## src/rtl/gcd_pkg.sv

```systemverilog
// Shared definitions for the subtract-based GCD sequencing controller.
package gcd_pkg;

  localparam int GCD_WIDTH = 4;
  localparam int GCD_CNT_W = 5;

  typedef enum logic [1:0] {
    ST_IDLE = 2'd0,
    ST_CALC = 2'd1,
    ST_FIN  = 2'd2
  } gcd_state_e;

endpackage

```

## src/rtl/gcd_seq_ctrl_sub.sv

```systemverilog
// Shared WIDTH-bit unsigned subtractor; the controller orders the operands
// so the minuend is never smaller than the subtrahend.
module gcd_seq_ctrl_sub #(
  parameter int WIDTH = gcd_pkg::GCD_WIDTH
) (
  input  logic [WIDTH-1:0] min_i,
  input  logic [WIDTH-1:0] sub_i,
  output logic [WIDTH-1:0] diff_o
);

  // Single subtraction per clock, purely combinational.
  assign diff_o = min_i - sub_i;

endmodule

```

## src/rtl/gcd_seq_ctrl.sv

```systemverilog
// GCD sequencing controller: latches two operands on start, runs Euclid's
// subtraction method through one shared subtractor, then pulses done.
//
// state   | meaning
// IDLE    | waiting for start; result/steps of last job held
// CALC    | one compare/subtract per clock until a terminal case is hit
// FIN     | one-cycle done pulse, then back to IDLE
module gcd_seq_ctrl
  import gcd_pkg::*;
#(
  parameter int WIDTH = GCD_WIDTH,
  parameter int CNT_W = GCD_CNT_W
) (
  input  logic             clk,
  input  logic             rst,
  input  logic             start,
  input  logic [WIDTH-1:0] a_in,
  input  logic [WIDTH-1:0] b_in,
  output logic             busy,
  output logic             done,
  output logic [WIDTH-1:0] result,
  output logic [CNT_W-1:0] steps
);

  gcd_state_e       state_q, state_d;
  logic [WIDTH-1:0] a_q, a_d;
  logic [WIDTH-1:0] b_q, b_d;
  logic [WIDTH-1:0] result_q, result_d;
  logic [CNT_W-1:0] steps_q, steps_d;

  logic             a_gt_b;
  logic [WIDTH-1:0] sub_min, sub_sub, sub_diff;

  // Operand steering: always subtract the smaller register from the larger.
  assign a_gt_b  = a_q > b_q;
  assign sub_min = a_gt_b ? a_q : b_q;
  assign sub_sub = a_gt_b ? b_q : a_q;

  gcd_seq_ctrl_sub #(.WIDTH(WIDTH)) u_sub (
    .min_i  (sub_min),
    .sub_i  (sub_sub),
    .diff_o (sub_diff)
  );

  // State and datapath registers; reset abandons any job in flight.
  always_ff @(posedge clk or posedge rst) begin
    if (rst) begin
      state_q  <= ST_IDLE;
      a_q      <= '0;
      b_q      <= '0;
      result_q <= '0;
      steps_q  <= '0;
    end else begin
      state_q  <= state_d;
      a_q      <= a_d;
      b_q      <= b_d;
      result_q <= result_d;
      steps_q  <= steps_d;
    end
  end

  // Next-state and datapath update; terminal checks take priority over subtracting.
  always_comb begin
    state_d  = state_q;
    a_d      = a_q;
    b_d      = b_q;
    result_d = result_q;
    steps_d  = steps_q;
    case (state_q)
      ST_IDLE: begin
        if (start) begin
          a_d     = a_in;
          b_d     = b_in;
          steps_d = '0;
          state_d = ST_CALC;
        end
      end
      ST_CALC: begin
        if (a_q == '0 && b_q == '0) begin
          result_d = '0;
          state_d  = ST_FIN;
        end else if (a_q == '0) begin
          result_d = b_q;
          state_d  = ST_FIN;
        end else if (b_q == '0) begin
          result_d = a_q;
          state_d  = ST_FIN;
        end else if (a_q == b_q) begin
          result_d = a_q;
          state_d  = ST_FIN;
        end else begin
          if (a_gt_b) a_d = sub_diff;
          else        b_d = sub_diff;
          // Saturate rather than wrap so a long job never reports a small count.
          if (steps_q != '1) steps_d = steps_q + CNT_W'(1);
        end
      end
      ST_FIN: begin
        state_d = ST_IDLE;
      end
      default: begin
        state_d = ST_IDLE;
      end
    endcase
  end

  // Moore outputs decoded from the registered state.
  assign busy   = (state_q == ST_CALC);
  assign done   = (state_q == ST_FIN);
  assign result = result_q;
  assign steps  = steps_q;

endmodule

```

## config.mk

```make
export PLATFORM = sky130hd
export DESIGN_NAME = gcd_seq_ctrl
export DESIGN_NICKNAME = d
export VERILOG_FILES = /design/src/rtl/gcd_pkg.sv /design/src/rtl/gcd_seq_ctrl_sub.sv /design/src/rtl/gcd_seq_ctrl.sv
export SDC_FILE = /design/constraint.sdc
export NUM_CORES = 1
export LEC_CHECK = 0
export BUFFER_PORTS_ARGS = -buffer_cell sky130_fd_sc_hd__buf_2
export CELL_PAD_IN_SITES_DETAIL_PLACEMENT = 0
export CELL_PAD_IN_SITES_GLOBAL_PLACEMENT = 1
export CORE_MARGIN = 1
export CORE_UTILIZATION = 45
export DETAILED_ROUTE_END_ITERATION = 7
export PLACE_DENSITY = 0.9
export SKIP_LAST_GASP = 1
export SLEW_MARGIN = 20
export SYNTH_ARGS = -nofsm -noshare
export SYNTH_HDL_FRONTEND = slang
export SYNTH_SLANG_ARGS = --single-unit
```

## constraint.sdc

```tcl
create_clock -name clk -period 5.15 [get_ports clk]
set_clock_uncertainty 0.15 [all_clocks]
set_input_delay 0.515 -clock clk [delete_from_list [all_inputs] [get_ports clk]]
set_output_delay 0.515 -clock clk [all_outputs]
set_load 0.02 [all_outputs]
```

==> results.md <==
* Seq/Total Area, Yosys at 35.7%
* Syn Area/Cell at 9.45 um2
* Number of global-route vias before repair at 1090
* Slew headroom at 51.4%
* Largest net degree at the start of global routing at 20
* YS warnings at 0
* Top post-synthesis cells by area: dfrtp_1, ha_1, a21oi_1
* Critical setup path kind: register to register
* Xor-xnor portion of the synthesized cell area at 0.657%
* Num CTS Buffers at 3
* # rows at 19
* RR Startpoint: b_q[1]
* Top cell type by total area after synthesis: dfrtp_1
* HP Class: input pin to asynchronous set/reset pin
* Register area at 475 um2
* Drt drc at 0
* Die H at 56.4 um
* Hpwl dp at 2.20 mm
* Setup crit start kind: register
* Met3 Use GR at 4.84%
* PortBufs at 21
* Routed vias at 1130
* Die ar. at 3180 um2
* Max H-tree Level at 1
* Final-report hold violation count at 0
* Area Overhead vs Synth at 10.4%
* CTS Hold Buffers Added at 0
* Worst Tran Pin Value at 0.729 ns
* Post-synthesis compound-gate area fraction at 25.8%
* Register-to-Register Path Depth at 11
* Finish-stage setup viols at 0
* CTS clk-pin slew, worst paths at 0.10 ns
* Initial Util at 47.9%
* Met1 GRT Util at 29.9%
* Flop2flop setup slack at 2.33 ns
* Final Critical Period at 2.82 ns
* Number of synthesized flops with an enable pin at 0
* Setup TNS at 0 ns
* Final worst-path cycle share at 54.7%
* Vias/cell at 5.89
* Met2 Use GR at 32.3%
* Slew Limit Fails at 0
* Filler cells at 267
* Area of the multi-input gates at 788 um2
* Global-route wire length before repair at 5.13 mm
* Post-Syn Area at 1330 um2
* CP Data Arrival Time at 2.84 ns
* Worst R2R End: a_q[2]
* Max cap viols at 0
* Gate Count Post-Synth at 141
* Simple-gate portion of the synthesized area at 23.8%
* RSZ-0062 raised after global routing: no
* Largest family of logic cells by synthesized area: compound AO/OA/AOI/OAI gates
* Synth unique cells at 46
* TritonCTS clock tree: built
* # IOs at 22
* Ant diodes at 0
* CTS root buffer: clkbuf_4
* Fmax at 355 MHz
* Final nets at 180
* CTS resizes at 0
* Layout cells sized above 1 at 26.7%
* Async SR Flop Fraction at 100%
* Initial DRC count at 27
* Status: complete, no violations
* Seq cells post-synth at 19
* Synth top area share at 35.7%
* CORE AREA at 2780 um2
* Most used DFF post-synth: dfrtp_1
* Multiplexer share of the synthesized area at 2.35%
* Post-CTS setup repair buffer count at 0
* Clk_lat worst skew at 0.29 ns
* Clock Sinks at 19
* Total Wirelength at 2.85 mm
* Crit end category: register
* DRT antenna net count at 0
* GRT Total Usage at 20.4%
* Final worst-path setup slack at 2.33 ns
* Post-Syn Nets at 159
* Post-Place Setup Slack at 2.36 ns
* Req. time, crit path at 5.17 ns
* Grt peak-use layer: met2
* Total grt overflow at 0
* Synth Area in Adders at 6.57%
* Initial antenna violation count at 0
* Die width at 56.4 um
* Final GP Congestion at 0.867
* Critical Path Fanout Max at 5
* Average wire per standard cell at 14.8 um
* CTS Buffer Depth at 2
* Pre-antenna DRT Iters at 4
-- state kept, by name, indices dropped and copies added, names as in the netlist --
signal / cells
a_q: 4
steps: 5
state_q: 2
b_q: 4
result: 4
-- cell usage in the layout, fill, tap and decap left out, drive strengths merged --
| cell type | count |
|---|---|
| a32o | 1 |
| nand4 | 3 |
| nor3 | 1 |
| inv | 10 |
| mux2i | 2 |
| and2b | 1 |
| o2111ai | 2 |
| ha | 7 |
| a21oi | 14 |
| o21a | 2 |
| xor2 | 1 |
| nor2 | 14 |
| nand2 | 10 |
| nor4 | 5 |
| nor3b | 1 |
| mux2 | 1 |
| a2bb2oi | 1 |
| o22ai | 1 |
| nor2b | 3 |
| clkbuf | 4 |
| o21ai | 9 |
| a221oi | 1 |
| nand3 | 3 |
| and4 | 3 |
| a211oi | 4 |
| a31oi | 2 |
| and3 | 2 |
| o211a | 2 |
| a21o | 3 |
| dfrtp | 19 |
| buf | 21 |
| nand2b | 1 |
| and2 | 2 |
| o211ai | 3 |
| o21bai | 2 |
-- metal layers --
metal / wire length, um / up-vias / share of wire (%)
li1: - / 569 / -
met1: 1440 / 530 / 51
met2: 1280 / 29 / 45
met3: 120 / 2 / 4.2
met4: 8 / 0 / 0.28
met5: 0 / - / 0
-- cells by family after synthesis --
kind of cell | count (synthesis)
adders and majority gates | 7
muxes | 3
and+or+nand+nor | 49
AOI/OAI and AO/OA | 47
buffers and inverters | 15
xor gates and xnor gates | 1
DFF | 19
-- final cells by class --
type	instances	area share, %
Clock buffer	4	1.79
Inverter	10	2.55
Multi-Input combinational cell	107	53.6
Sequential cell	19	32.3
Tap cell	31	2.64
Timing Repair Buffer	21	7.14
-- synthesized netlist by cell type (all sizes together), types with 3 or more instances --
library cell	instances
nand2	10
a211oi	4
buf	5
a21o	3
nand3	3
nor4	5
and4	3
o21ai	9
ha	7
a21oi	14
inv	10
nand4	3
dfrtp	19
nor2	14
nor2b	3
o211ai	3
-- worst max-delay path: stages, from the launching register on --
cell      delay, ns
dfrtp_1        0.44
inv_1          0.12
ha_1           0.36
and2b_1        0.20
o211ai_2       0.22
a21oi_1        0.14
o21a_1         0.21
ha_1           0.18
a221oi_2       0.20
a211oi_1       0.13
a211oi_1       0.24
mux2i_1        0.10
-- metrics by stage --
step / hold WS (ns) / util [%] / instances / instance area (um2)
6_report: 0.182 / 52.9 / 192 / 1470
5_1_grt: 0.237 / 52.9 / 192 / 1470
4_1_cts: 0.195 / 52.9 / 192 / 1470
3_5_place_dp: 0.364 / 52.0 / 188 / 1450
3_3_place_gp: 0.338 / 52.0 / 188 / 1450
2_1_floorplan: 0.316 / - / 141 / 1330
-- worst max-delay path by stage --
| stage | startpoint | endpoint | slack (ns) | cells after the start |
|---|---|---|---|---|
| floorplan | a_q[1] | a_q[2] | 2.58 | 10 |
| global placement | a_q[1] | a_q[2] | 2.45 | 10 |
| detailed placement | b_q[1] | a_q[2] | 2.36 | 11 |
| CTS | b_q[1] | a_q[2] | 2.34 | 11 |
| global route | b_q[1] | a_q[2] | 2.14 | 11 |
| finish | b_q[1] | a_q[2] | 2.33 | 11 |
Power is left out: the tool's default activity adds up to more than one toggle a clock period on the data nets, which glitch-free logic cannot reach.
